File: src/rtl/fruit_video_pkg.sv
// Shared types and constants for the fruit ninja video path.
//
// Contents:
//   H_ACTIVE, H_TOTAL, V_ACTIVE, V_TOTAL : VGA timing constants
//   sprite_entry_t : one sprite table entry {x, y, id, valid}
//   slot_t         : one per-line slot {x, id, row, valid}
//   scan_state_t   : per-line scan FSM states
//   spr_addr()     : sprite ROM address from (id, row, col)
package fruit_video_pkg;

    localparam int H_ACTIVE = 640;
    localparam int H_TOTAL  = 800;
    localparam int V_ACTIVE = 480;
    localparam int V_TOTAL  = 525;

    typedef struct packed {
        logic [9:0] x;
        logic [9:0] y;
        logic [2:0] id;
        logic       valid;
    } sprite_entry_t;

    // Row and column are 5 bits wide, which fixes sprites at 32x32.
    typedef struct packed {
        logic [9:0] x;
        logic [2:0] id;
        logic [4:0] row;
        logic       valid;
    } slot_t;

    typedef enum logic [1:0] {
        IDLE = 2'd0,
        SCAN = 2'd1,
        WAIT = 2'd2
    } scan_state_t;

    // id*W*H + row*W + col. With W = H = 32 every term lands in its own
    // bit field, so the sum is a plain concatenation.
    function automatic logic [12:0] spr_addr(input logic [2:0] id,
                                             input logic [4:0] row,
                                             input logic [4:0] col);
        return {id, row, col};
    endfunction

endpackage

File: src/rtl/fruit_slot_match.sv
// Combinational priority match of the current pixel column against the
// per-line slot list. The lowest slot index wins, which is also the lowest
// sprite table index because slots are filled in table order.
//
// Ports:
//   draw_x : current pixel column
//   slots  : draw slot list for this line
//   hit    : some valid slot covers draw_x
//   id     : image index of the winning slot
//   row    : sprite row of the winning slot
//   col    : draw_x minus the winning slot's left column
module fruit_slot_match
    import fruit_video_pkg::*;
#(
    parameter int SLOTS    = 4,
    parameter int SPRITE_W = 32
) (
    input  logic [9:0]             draw_x,
    input  slot_t [SLOTS-1:0]      slots,
    output logic                   hit,
    output logic [2:0]             id,
    output logic [4:0]             row,
    output logic [4:0]             col
);

    always_comb begin
        hit = 1'b0;
        id  = '0;
        row = '0;
        col = '0;
        // Walk from the highest slot down so the lowest covering slot is
        // the last one written.
        for (int s = SLOTS - 1; s >= 0; s--) begin
            // 11-bit compare so a sprite near column 1023 never wraps.
            if (slots[s].valid &&
                (draw_x >= slots[s].x) &&
                ({1'b0, draw_x} < ({1'b0, slots[s].x} + 11'(SPRITE_W)))) begin
                hit = 1'b1;
                id  = slots[s].id;
                row = slots[s].row;
                // Difference is below 32 here, so the low bits suffice.
                col = draw_x[4:0] - slots[s].x[4:0];
            end
        end
    end

endmodule

File: src/rtl/fruit_sprite_scheduler.sv
// Per-scanline sprite scheduler. During horizontal blank it scans the
// frame-latched sprite table and picks up to SLOTS sprites covering the next
// line; during active video it produces the background and sprite ROM
// addresses plus a layer select, all registered with one cycle of latency.
//
// Ports:
//   vga_clk       : pixel clock
//   Reset         : synchronous, active-high reset
//   DrawX, DrawY  : current pixel column / line from the VGA counters
//   blank         : 1 = active video
//   tbl_we        : write strobe into the shadow sprite table
//   tbl_idx       : shadow entry index
//   tbl_x, tbl_y  : sprite left column / top line
//   tbl_id        : sprite image index
//   tbl_valid     : entry enabled
//   bg_address    : background ROM address, DrawY*640 + DrawX
//   spr_address   : sprite ROM address, id*W*H + row*W + col
//   layer_sel     : 1 = sprite pixel, 0 = background
//   line_overflow : sticky per frame, some line had more than SLOTS hits
//   busy          : scan FSM not IDLE
module fruit_sprite_scheduler
    import fruit_video_pkg::*;
#(
    parameter int NUM_SPRITES = 8,
    parameter int SLOTS       = 4,
    parameter int SPRITE_W    = 32,
    parameter int SPRITE_H    = 32
) (
    input  logic        vga_clk,
    input  logic        Reset,
    input  logic [9:0]  DrawX,
    input  logic [9:0]  DrawY,
    input  logic        blank,
    input  logic        tbl_we,
    input  logic [2:0]  tbl_idx,
    input  logic [9:0]  tbl_x,
    input  logic [9:0]  tbl_y,
    input  logic [2:0]  tbl_id,
    input  logic        tbl_valid,
    output logic [18:0] bg_address,
    output logic [12:0] spr_address,
    output logic        layer_sel,
    output logic        line_overflow,
    output logic        busy
);

    localparam int IDX_W  = $clog2(NUM_SPRITES);
    localparam int SLOT_W = $clog2(SLOTS);
    localparam int CNT_W  = $clog2(SLOTS + 1);

    sprite_entry_t      shadow_tbl [NUM_SPRITES];
    sprite_entry_t      active_tbl [NUM_SPRITES];
    slot_t [SLOTS-1:0]  build_list;
    slot_t [SLOTS-1:0]  draw_list;
    scan_state_t        state;
    logic [IDX_W-1:0]   scan_idx;
    logic [CNT_W-1:0]   build_cnt;

    // Start of vertical blank: the one cycle where the shadow table is
    // latched into the active table and the overflow flag is rearmed.
    logic copy_cycle;
    assign copy_cycle = (DrawX == 10'(H_ACTIVE)) && (DrawY == 10'(V_ACTIVE));

    // ---------------------------------------------------------------
    // Sprite tables
    // ---------------------------------------------------------------
    always_ff @(posedge vga_clk) begin
        if (Reset) begin
            for (int i = 0; i < NUM_SPRITES; i++) begin
                shadow_tbl[i] <= '0;
                active_tbl[i] <= '0;
            end
        end else begin
            // The copy reads the pre-write shadow, so a write landing in the
            // copy cycle only shows up after the following vblank.
            if (copy_cycle) begin
                for (int i = 0; i < NUM_SPRITES; i++) begin
                    active_tbl[i] <= shadow_tbl[i];
                end
            end
            if (tbl_we) begin
                shadow_tbl[tbl_idx] <= '{x: tbl_x, y: tbl_y, id: tbl_id, valid: tbl_valid};
            end
        end
    end

    // ---------------------------------------------------------------
    // Scan: one table entry per cycle against the next line
    // ---------------------------------------------------------------
    logic [9:0]    next_y;
    sprite_entry_t cur;
    logic          entry_hit;
    logic          ovf_set;
    slot_t         new_slot;

    assign next_y = (DrawY == 10'(V_TOTAL - 1)) ? 10'd0 : DrawY + 10'd1;
    assign cur    = active_tbl[scan_idx];

    // 11-bit compare: a sprite at the bottom of the table range never wraps
    // around to cover line 0.
    assign entry_hit = cur.valid &&
                       ({1'b0, next_y} >= {1'b0, cur.y}) &&
                       ({1'b0, next_y} <  ({1'b0, cur.y} + 11'(SPRITE_H)));

    assign ovf_set = (state == SCAN) && entry_hit && (build_cnt == CNT_W'(SLOTS));

    always_comb begin
        new_slot       = '0;
        new_slot.x     = cur.x;
        new_slot.id    = cur.id;
        new_slot.row   = next_y[4:0] - cur.y[4:0];
        new_slot.valid = 1'b1;
    end

    always_ff @(posedge vga_clk) begin
        if (Reset) begin
            state         <= IDLE;
            scan_idx      <= '0;
            build_cnt     <= '0;
            build_list    <= '0;
            draw_list     <= '0;
            line_overflow <= 1'b0;
            busy          <= 1'b0;
        end else begin
            case (state)
                IDLE: begin
                    if (DrawX == 10'(H_ACTIVE)) begin
                        state      <= SCAN;
                        busy       <= 1'b1;
                        scan_idx   <= '0;
                        build_cnt  <= '0;
                        build_list <= '0;
                    end
                end
                SCAN: begin
                    // Hits past the last slot are dropped; ovf_set flags them.
                    if (entry_hit && (build_cnt < CNT_W'(SLOTS))) begin
                        build_list[build_cnt[SLOT_W-1:0]] <= new_slot;
                        build_cnt <= build_cnt + CNT_W'(1);
                    end
                    if (scan_idx == IDX_W'(NUM_SPRITES - 1)) begin
                        state <= WAIT;
                    end else begin
                        scan_idx <= scan_idx + IDX_W'(1);
                    end
                end
                WAIT: begin
                    // The swap lines up with the last pixel of the line, so
                    // the new list is in place for pixel 0 of the next line.
                    if (DrawX == 10'(H_TOTAL - 1)) begin
                        draw_list <= build_list;
                        state     <= IDLE;
                        busy      <= 1'b0;
                    end
                end
                default: begin
                    state <= IDLE;
                    busy  <= 1'b0;
                end
            endcase

            // A set in the copy cycle takes priority over the frame clear.
            if (ovf_set) begin
                line_overflow <= 1'b1;
            end else if (copy_cycle) begin
                line_overflow <= 1'b0;
            end
        end
    end

    // ---------------------------------------------------------------
    // Pixel path
    // ---------------------------------------------------------------
    logic        pix_hit;
    logic [2:0]  pix_id;
    logic [4:0]  pix_row;
    logic [4:0]  pix_col;
    logic [18:0] bg_next;

    fruit_slot_match #(
        .SLOTS    (SLOTS),
        .SPRITE_W (SPRITE_W)
    ) u_slot_match (
        .draw_x (DrawX),
        .slots  (draw_list),
        .hit    (pix_hit),
        .id     (pix_id),
        .row    (pix_row),
        .col    (pix_col)
    );

    // DrawY*640 = DrawY*512 + DrawY*128.
    assign bg_next = {DrawY, 9'b0} + {2'b0, DrawY, 7'b0} + {9'b0, DrawX};

    always_ff @(posedge vga_clk) begin
        if (Reset) begin
            bg_address  <= '0;
            spr_address <= '0;
            layer_sel   <= 1'b0;
        end else begin
            bg_address  <= bg_next;
            spr_address <= pix_hit ? spr_addr(pix_id, pix_row, pix_col) : 13'd0;
            // Addresses keep tracking in blank; only the layer is gated.
            layer_sel   <= pix_hit && blank;
        end
    end

endmodule

File: config.mk
export PLATFORM = sky130hd
export DESIGN_NAME = fruit_sprite_scheduler
export DESIGN_NICKNAME = d
export VERILOG_FILES = /design/src/rtl/fruit_video_pkg.sv /design/src/rtl/fruit_slot_match.sv /design/src/rtl/fruit_sprite_scheduler.sv
export SDC_FILE = /design/constraint.sdc
export NUM_CORES = 1
export LEC_CHECK = 0
export ABC_CLOCK_PERIOD_IN_PS = 15400
export CAP_MARGIN = 0
export CORE_MARGIN = 4
export CORE_UTILIZATION = 25
export CTS_CLUSTER_SIZE = 10
export DETAILED_ROUTE_END_ITERATION = 8
export GPL_TIMING_DRIVEN = 1
export PLACE_DENSITY = 0.4
export SLEW_MARGIN = 20
export SYNTH_ARGS = -nofsm -noshare
export SYNTH_HDL_FRONTEND = slang
export SYNTH_HIERARCHICAL = 1
export SYNTH_SLANG_ARGS = --single-unit
File: constraint.sdc
create_clock -name vga_clk -period 15.4 [get_ports vga_clk]
set_clock_uncertainty 0.15 [all_clocks]
set_input_delay 1.54 -clock vga_clk [delete_from_list [all_inputs] [get_ports vga_clk]]
set_output_delay 1.54 -clock vga_clk [all_outputs]
set_load 0.02 [all_outputs]
Yosys cells after proc, flatten, opt, wreduce, memory -nomap -nowiden
Memory sizes are Yosys's and may differ from the RTL's. A register that Yosys moved wholly into a read port is not among the register bits.
Cells that the tools add are included.
{"block": "totals", "regBits": 195, "ramBits": 384, "inputBits": 51, "output_inout_bits": 35, "wordCells": 177, "n_memories": 2}
{"block": "classes", "addsub": 15, "magnitude_cmp": 13, "n_eq_ne": 13, "mux": 58, "bitwise": 10, "n_reduce_logical": 26}
{"name": "active_tbl", "depth": 8, "word_bits": 24, "rd": 1, "rd_clocked_by_memory_dff": 1, "wr": 8, "line_no": "fruit_sprite_scheduler.sv:52", "source": "sprite_entry_t active_tbl [NUM_SPRITES];"}
{"name": "shadow_tbl", "depth": 8, "word_bits": 24, "rd": 8, "rd_clocked_by_memory_dff": 0, "wr": 8, "line_no": "fruit_sprite_scheduler.sv:51", "source": "sprite_entry_t shadow_tbl [NUM_SPRITES];"}
{"op": "24-bit two-way mux", "count": 9}
{"op": "76-bit two-way mux", "count": 2}
{"op": "76-bit one-hot mux with 2 select lines", "count": 1}
{"op": "76-bit bitwise mux", "count": 1}
{"op": "10-bit by 6-bit adder with 11-bit output, second input constant", "count": 5}
{"op": "10-bit by 11-bit less-than comparator with 1-bit output", "count": 5}
{"op": "10-bit >= comparator", "count": 5}
{"op": "5-bit two-way mux", "count": 8}
{"op": "19-bit demux with 2-bit select", "count": 1}
{"op": "10-bit equality test, second input constant", "count": 3}
{"op": "3-bit two-way mux", "count": 10}
{"op": "5-bit subtractor", "count": 5}
{"op": "24-bit OR reduction", "count": 1}
{"op": "19-bit by 10-bit adder with 19-bit output", "count": 1}
{"op": "19-bit by 17-bit adder with 19-bit output", "count": 1}
{"op": "19-bit two-way mux", "count": 1}
{"op": "1-bit two-way mux", "count": 17}
{"op": "1-bit logical AND", "count": 16}
{"op": "3-bit one-hot mux with 2 select lines", "count": 2}
{"op": "3-bit AND reduction", "count": 4}
{"op": "10-bit by 1-bit adder with 10-bit output, second input constant", "count": 1}
{"op": "10-bit by 9-bit equality test with 1-bit output, second input constant", "count": 1}
{"op": "10-bit two-way mux", "count": 1}
{"op": "1-bit bitwise OR", "count": 8}
{"op": "17 further kinds", "count": 26}

Logic depth before layout (Yosys ltp)
Gate-level depths: netlist of run 1.
{"block": "logic_depth", "ltp_word": 9, "depth_mapped": 18, "depth_no_buf": 15}

Cells and area by module
The synthesis of run 1 kept the hierarchy.
{"module": "fruit_sprite_scheduler", "n_inst": 1, "cells_each": 1747, "area_per_inst_um2": 23338.6, "seq_area_each_um2": 15494.9}
{"module": "fruit_slot_match", "n_inst": 1, "cells_each": 328, "area_per_inst_um2": 2677.6, "seq_area_each_um2": 0.0}

Worst setup path before layout of run 1
OpenSTA, ideal clock, no wires.
{"block": "synth_path", "path_kind": "in2reg", "start": "in DrawY[0]", "end": "mem active_tbl[0][0] in the netlist's numbering (enable)", "setup_time_ns": 0.560, "arrival_ns": 6.521, "t_required_ns": 14.690, "path_slack_ns": 8.169, "path_stages": 6, "n_path_buf": 0, "path_cell_list": "inv_1 > ha_1 > nand2b_1 > or4_1 > or3_1 > nand2_1"}
{"item": "from (decl)", "line_no": "fruit_sprite_scheduler.sv:32", "source": "input logic [9:0] DrawY,"}
{"item": "to (decl)", "line_no": "fruit_sprite_scheduler.sv:52"}

==> results of run 1 <==
-- through the flow --
stage	power, mW	cell area, sq um	std cells	worst slack [ns]
after floorplan	1.88	26000	2075	8.17
after global placement	1.97	28400	3457	8.88
after detailed placement	1.97	28400	3457	8.85
after CTS	3.53	30500	3560	9.51
after global routing	3.62	30600	3561	9.24
final	3.47	30600	3566	9.55
-- layout make-up --
| type | instances | area (sq um) | share of cell area, % |
|---|---|---|---|
| diodes | 5 | 12.5 | 0.0409 |
| multi-input cells | 1326 | 9970 | 32.6 |
| flip-flops and latches | 582 | 15500 | 50.7 |
| clock inverters | 9 | 106 | 0.348 |
| repair buffers | 110 | 1050 | 3.44 |
| well taps | 1380 | 1730 | 5.65 |
| inverters | 60 | 225 | 0.737 |
| clock buffers | 94 | 1980 | 6.47 |
-- worst max path at each step --
stage | start | endpoint | slack, ns
final | DrawX[7] | active_tbl[6][16] | 9.55
after global routing | DrawX[7] | active_tbl[6][16] | 9.24
after CTS | DrawX[7] | active_tbl[4][14] | 9.51
after detailed placement | DrawX[7] | active_tbl[2][22] | 8.85
after global placement | DrawX[7] | active_tbl[0][22] | 8.88
after floorplan | DrawY[0] | active_tbl[0][0] | 8.17
-- registers in the layout, summed over array words and instances (netlist names), named ones only --
name	cells
busy	1
build_list	76
draw_list	76
build_cnt	3
line_overflow	1
bg_address	19
scan_idx	3
state	2
shadow_tbl	192
spr_address	13
layer_sel	1
active_tbl	192
-- power groups by stage --
stage / registers (mW) / clock network (mW) / logic (mW)
global route: 1.74 / 1.66 / 0.225
detailed placement: 1.76 / 0 / 0.207
CTS: 1.73 / 1.59 / 0.208
floorplan: 1.77 / 0 / 0.106
finish: 1.73 / 1.53 / 0.203
global placement: 1.76 / 0 / 0.205
-- per-layer routing --
| metal | vias to the layer above | share of wire, % |
|---|---|---|
| li1 | 7581 | - |
| met1 | 7709 | 46 |
| met2 | 261 | 48 |
| met3 | 111 | 4.2 |
| met4 | 4 | 2.5 |
| met5 | - | 0.035 |
-- layout by cell type, fill, tap and decap left out, types with 14 or more instances in the layout --
cell type        count
clkbuf_16           74
xnor2_1             24
nor2b_1             70
dfxtp_1            196
and2_1             354
mux2_2              25
clkdlybuf4s50_1     84
edfxtp_1           384
a22o_1              76
nand2_1            201
xor2_1              17
a21oi_1            115
mux2i_1             14
nor2_1              57
clkbuf_1            15
ha_1               107
inv_1               60
o21ai_0             18
buf_4               24
mux4_2              39
-- synth_stat cells (all sizes together), types with 4 or more instances --
master	number
a211oi	5
nor4	4
nor3	13
nor2b	70
o211ai	7
nand4	8
mux2	31
ha	107
or4	4
dfxtp	198
nor4b	10
o2111ai	5
or3	4
xnor2	24
mux4	48
nand2b	10
nand3b	4
a21o	9
inv	60
edfxtp	384
nor2	64
nand3	13
a22o	76
nand2	202
clkbuf	76
or2	5
mux2i	15
a21oi	115
o221ai	4
o21a	13
and2	354
o31ai	5
a31oi	5
o21ai	25
xor2	17
fa	7
buf	31
-- cell families after synthesis --
| family | Yosys count |
|---|---|
| and+or+nand+nor | 775 |
| buffers and inverters | 167 |
| adders and majority gates | 114 |
| DFF | 582 |
| muxes | 94 |
| xor gates and xnor gates | 41 |
| AOI/OAI and AO/OA | 302 |
-- critical path, delay by kind of cell --
family | cells | cell delay, ns
buf+inv | 3 | 2.41
simple gates | 4 | 1.90
==> qor.yml, run 1 <==
synthesis:
  synth_top_area_share_pct: 44.3
  synth_flop_cell: "edfxtp_1"
  synth_compound_area_share_pct: 8.27
  synth_edf_count: 384
  synthArstFlopShare_pct: 0
  synth_nets: 2240
  yosys.area.top_type: "edfxtp_1"
  synth_cells: 2075
  synthXorXnorAreaFrac_pct: 1.38
  synth.distinct_cells: 75
  synthMuxAreaShare_pct: 6.31
  synth_area_sq_um: 26000
  ys_ff_latch: 582
  synth-simple-area-share_pct: 16.2
  synth_top_family_by_area: "simple AND/OR/NAND/NOR gates"
  syn_avg_cell_area_sq_um: 12.5
  yosysWarningCount: 6
  synth_adder_area_share_pct: 5.68
  ys_seq_area_share_pct: 59.6
  synthTopCellsByArea: "edfxtp_1, dfxtp_1, and2_1"
floorplanning:
  fp.coreArea_sq_um: 103000
  die-area_sq_um: 109000
  dieWidth_um: 331
  rows: 118
  boundaryPins: 86
  start_util_pct: 25.2
  die_y_um: 331
worst_setup_path:
  crit_path_max_incr_delay_ns: 0.92
  path_cells: "clkdlybuf4s50_1, nor4b_1, nand4_1, or3_1, nand2_4, buf_4, buf_4"
  cp-start-kind: "primary input"
  crit_required_ns: 15.48
  r2r-end: "build_list[41]"
  reg2regPathDepth: 13
  crit_path_end_kind: "flop"
  critPathKind: "in2reg"
  reg2reg_slack_ns: 9.90
  cpMaxStageDelayCell: "clkdlybuf4s50_1"
  cp_max_fo: 80
  arrival_ns: 5.94
  cpMostUsedCell: "buf_4"
routing:
  detail-route-antenna-nets: 0
  wl_per_cell_um: 20.1
  drc: 0
  dr_total_vias: 15666
  totalWireLength_um: 71600
  dr.pass1.iters: 4
  first_iter_violations: 957
  viasPerCell: 4.39
global_routing:
  grt_pass1_wl_um: 108000
  gr-usage-met3_pct: 2.49
  use_met1_pct: 17.6
  first_global_vias: 16276
  met2_usage_pct: 22.1
  antenna_found_initial: 5
  grtUsageTotal_pct: 13.3
  grt_max_degree: 117
  grt.busiest_layer: "met2"
  overflow: 0
power_and_ir_drop:
  power_switching_uw: 781
  p_int_mw: 2.69
  combPwrFrac_pct: 5.8
  switching_share_pct: 22.5
  ir_drop_mv: 0.0603
  power.share.sequential_pct: 49.9
  p_per_area_nw_per_um2: 113
  p_leak_nw: 10.8
  clkPwrFrac_pct: 44.2
cells_and_area:
  fillers: 10526
  nets: 2317
  final_core_util_pct: 29.6
  drive_gt1_share_pct: 9.95
  syn_to_final_growth_pct: 17.5
clocking:
  cts_tree: "built"
  cts_hold_buf: 0
  cts_buffer_depth: 3
  ctsRootBufferMaster: "clkbuf_16"
  post_cts_buffers: 0
  clock-sinks: 582
  cts.repair.resized: 0
  clk_pin_slew_ns: 0.06
  numCtsBuffers: 72
  htree_levels: 3
  clock_latency_ns: 0.62
sta:
  setup_viol: 0
  rsz0062_at_grt: "false"
  slew_violations: 0
  worstMarginPinSlew_ns: 1.12
  relSlewSlack_pct: 25.3
  finalHoldViolCount: 0
  post-route-period-util_pct: 38.0
  period_needed_ns: 5.85
  fmax_ghz: 0.171
  finalSetupTns_ns: 0
  hold_ws_ns: 0.297
placed_design:
  dp_hpwl_um: 45200
  io_buffer_count: 85
  routabilityCongestion: 0.792
min_path:
  min_path_type: "reg2reg"
  hold_end: "draw_list[23]"
  min-delay-start: "draw_list[23]"
  hold_path_depth: 2
flow_run:
  max-cap-violations: 0
outcome:
  status: "finished, final reports clean"
Power figures use the tool's default switching activity.
==> inputs of run 2 (changes only) <==
Settings changed: ABC_CLOCK_PERIOD_IN_PS 15400 to 4800, PLACE_DENSITY 0.4 to 0.42.
Clock period 15.4 ns to 4.8 ns, I/O delays scaled along.
==> qor.yml, run 2 (same netlist as run 1, synthesis figures left out) <==
outcome:
  status: "finished, final reports clean"
power_and_ir_drop:
  power_switching_mw: 2.50  # +220%
  p_int_mw: 8.62  # +220%
  clkPwrFrac_pct: 44.1  # about the same
  power.share.sequential_pct: 49.9  # about the same
  combPwrFrac_pct: 6.0  # +0.2 points
  switching_share_pct: 22.5  # -0.059 points
  ir_drop_mv: 0.217  # +260%
  p_leak_nw: 11.0  # +1.8%
  p_per_area_nw_per_um2: 360  # +220%
clocking:
  cts_buffer_depth: 3  # unchanged
  clock-sinks: 582  # unchanged
  ctsRootBufferMaster: "clkbuf_16"
  cts.repair.resized: 0  # unchanged
  numCtsBuffers: 72  # unchanged
  post_cts_buffers: 0  # unchanged
  cts_hold_buf: 0  # unchanged
  clk_pin_slew_ns: 0.05  # about the same
  clock_latency_ns: 0.61  # about the same
  htree_levels: 3  # unchanged
  cts_tree: "built"
cells_and_area:
  syn_to_final_growth_pct: 18.6
  nets: 2353  # +1.6%
  reg_top3: "active_tbl (192), shadow_tbl (192)"
  final_cell_mix: "edfxtp_1, and2_1, nand2_1"
  fin_cells: 3605  # +1.1%
  drive_gt1_share_pct: 11.4  # +1.4 points
  fillers: 10503  # -0.22%
  final_common_cell: "edfxtp_1"
  diodes: 0  # -5
  fin_area_sq_um: 30900  # +0.96%
sta:
  post-route-period-util_pct: 89.0
  hold_ws_ns: 0.139  # -0.158 ns
  slew_violations: 0  # unchanged
  rsz0062_at_grt: "false"
  finalSetupTns_ns: 0  # unchanged
  finalHoldViolCount: 0  # unchanged
  period_needed_ns: 4.27
  setup_viol: 0  # unchanged
  relSlewSlack_pct: 23.4  # -2.0 points
  worstMarginPinSlew_ns: 1.15  # +0.0255 ns
  fmax_ghz: 0.234
worst_setup_path:
  cp-start-kind: "flop"
  critPathKind: "reg2reg"
  crit_path_max_incr_delay_ns: 0.64  # -0.28 ns
  cp_max_fo: 20  # -75%
  path_cells: "mux4_2, nand2_1, nand2_1, ha_1, fa_1, nand2b_1, o2bb2ai_1, a31oi_1, o21ai_0, a2111oi_4, buf_4, o32ai_4, a22o_1"
  cpMaxStageDelayCell: "dfxtp_4"
  cpMostUsedCell: "nand2_1"
  arrival_ns: 4.61  # -1.33 ns
  reg2reg_slack_ns: 0.53  # -9.37 ns
  crit_path_end_kind: "flop"
  r2r-end: "build_list[3]"
  crit_required_ns: 5.14  # -10.34 ns
  reg2regPathDepth: 13  # unchanged
floorplanning:
  boundaryPins: 86  # unchanged
  start_util_pct: 25.2  # unchanged
  fp.coreArea_sq_um: 103000  # unchanged
  dieWidth_um: 331  # unchanged
  die_y_um: 331  # unchanged
  die-area_sq_um: 109000  # unchanged
  rows: 118  # unchanged
routing:
  dr_total_vias: 15850  # +1.2%
  first_iter_violations: 861  # -10%
  viasPerCell: 4.40  # about the same
  detail-route-antenna-nets: 0  # unchanged
  dr.pass1.iters: 4  # unchanged
  wl_per_cell_um: 19.3  # -3.8%
  totalWireLength_um: 69700  # -2.7%
  drc: 0  # unchanged
min_path:
  min_path_type: "in2reg"
  min-delay-start: "Reset"
  hold_path_depth: 2  # unchanged
  hold_end: "draw_list[73]"
global_routing:
  grt_pass1_wl_um: 105000  # -2.4%
  grtUsageTotal_pct: 12.8  # -0.49 points
  first_global_vias: 16594  # +2.0%
  grt_max_degree: 145  # +24%
  antenna_found_initial: 4  # -1
  overflow: 0  # unchanged
placed_design:
  placed_cell_area_sq_um: 28800  # +1.2%
  placedCellCount: 3494  # +1.1%
  dp_hpwl_um: 44700  # -1.0%
  routabilityCongestion: 0.795  # +0.44%
  io_buffer_count: 85  # unchanged
flow_run:
  max-cap-violations: 0  # unchanged
-- run 2: cell count changes in the layout (fill, tap and decap cells not counted), sizes merged --
cell and change:
clkbuf +5, diode -5, inv -2, clkinvlp +1
buf +36, clkinv +4
-- run 2: layout make-up --
| cell class | count | area (sq um) | share of cell area (%) |
|---|---|---|---|
| clock inverters | 12 | 119 | 0.385 |
| clock buffers | 99 | 1980 | 6.40 |
| flip-flops and latches | 582 | 15500 | 50.2 |
| repair buffers | 146 | 1370 | 4.45 |
| inverters | 60 | 225 | 0.730 |
| well taps | 1380 | 1730 | 5.59 |
| multi-input cells | 1326 | 9950 | 32.2 |
-- run 2: power groups by stage --
stage	clock [mW]	combinational [mW]	sequential, mW
3_3_place_gp	0	0.673	5.65
5_1_grt	5.27	0.739	5.56
2_1_floorplan	0	0.339	5.68
3_5_place_dp	0	0.681	5.66
4_1_cts	5.06	0.684	5.55
6_report	4.90	0.667	5.55
-- run 2: worst max-delay path, delay by kind of cell, from the launching register on --
family | cells | cell delay [ns]
compound gates | 6 | 1.38
fa+ha+maj | 2 | 0.68
buf+inv | 1 | 0.26
flops | 1 | 0.64
mux | 1 | 0.57
simple gates | 3 | 0.43
-- run 2: layer usage --
metal  up-vias  GRT usage (%)  routed length [um]
li1       7645              -                   -
met1      7858           16.7               31800
met2       246           21.7               33800
met3       101           2.31                2420
met4         0           3.34                1590
met5         -              0                   0
-- run 2: how the worst max path moves through the flow --
| stage | startpoint | to | slack, ns | depth (start not counted) |
|---|---|---|---|---|
| after global placement | DrawY[0] | build_list[3] | 0.10 | 17 |
| after floorplan | flop | build_list[10] | 0.21 | 16 |
| final | flop | build_list[3] | 0.53 | 13 |
| after detailed placement | DrawY[1] | build_list[56] | 0.15 | 17 |
| after CTS | flop | build_list[56] | 0.41 | 13 |
| after global routing | flop | build_list[8] | 0.23 | 13 |
-- run 2: through the flow --
step	power (mW)	utilization (%)	worst slack, ns
after detailed placement	6.34	27.8	0.155
after global placement	6.33	27.8	0.103
after CTS	11.3	29.8	0.410
after global routing	11.6	29.9	0.230
final	11.1	29.9	0.529
after floorplan	6.02	-	0.209
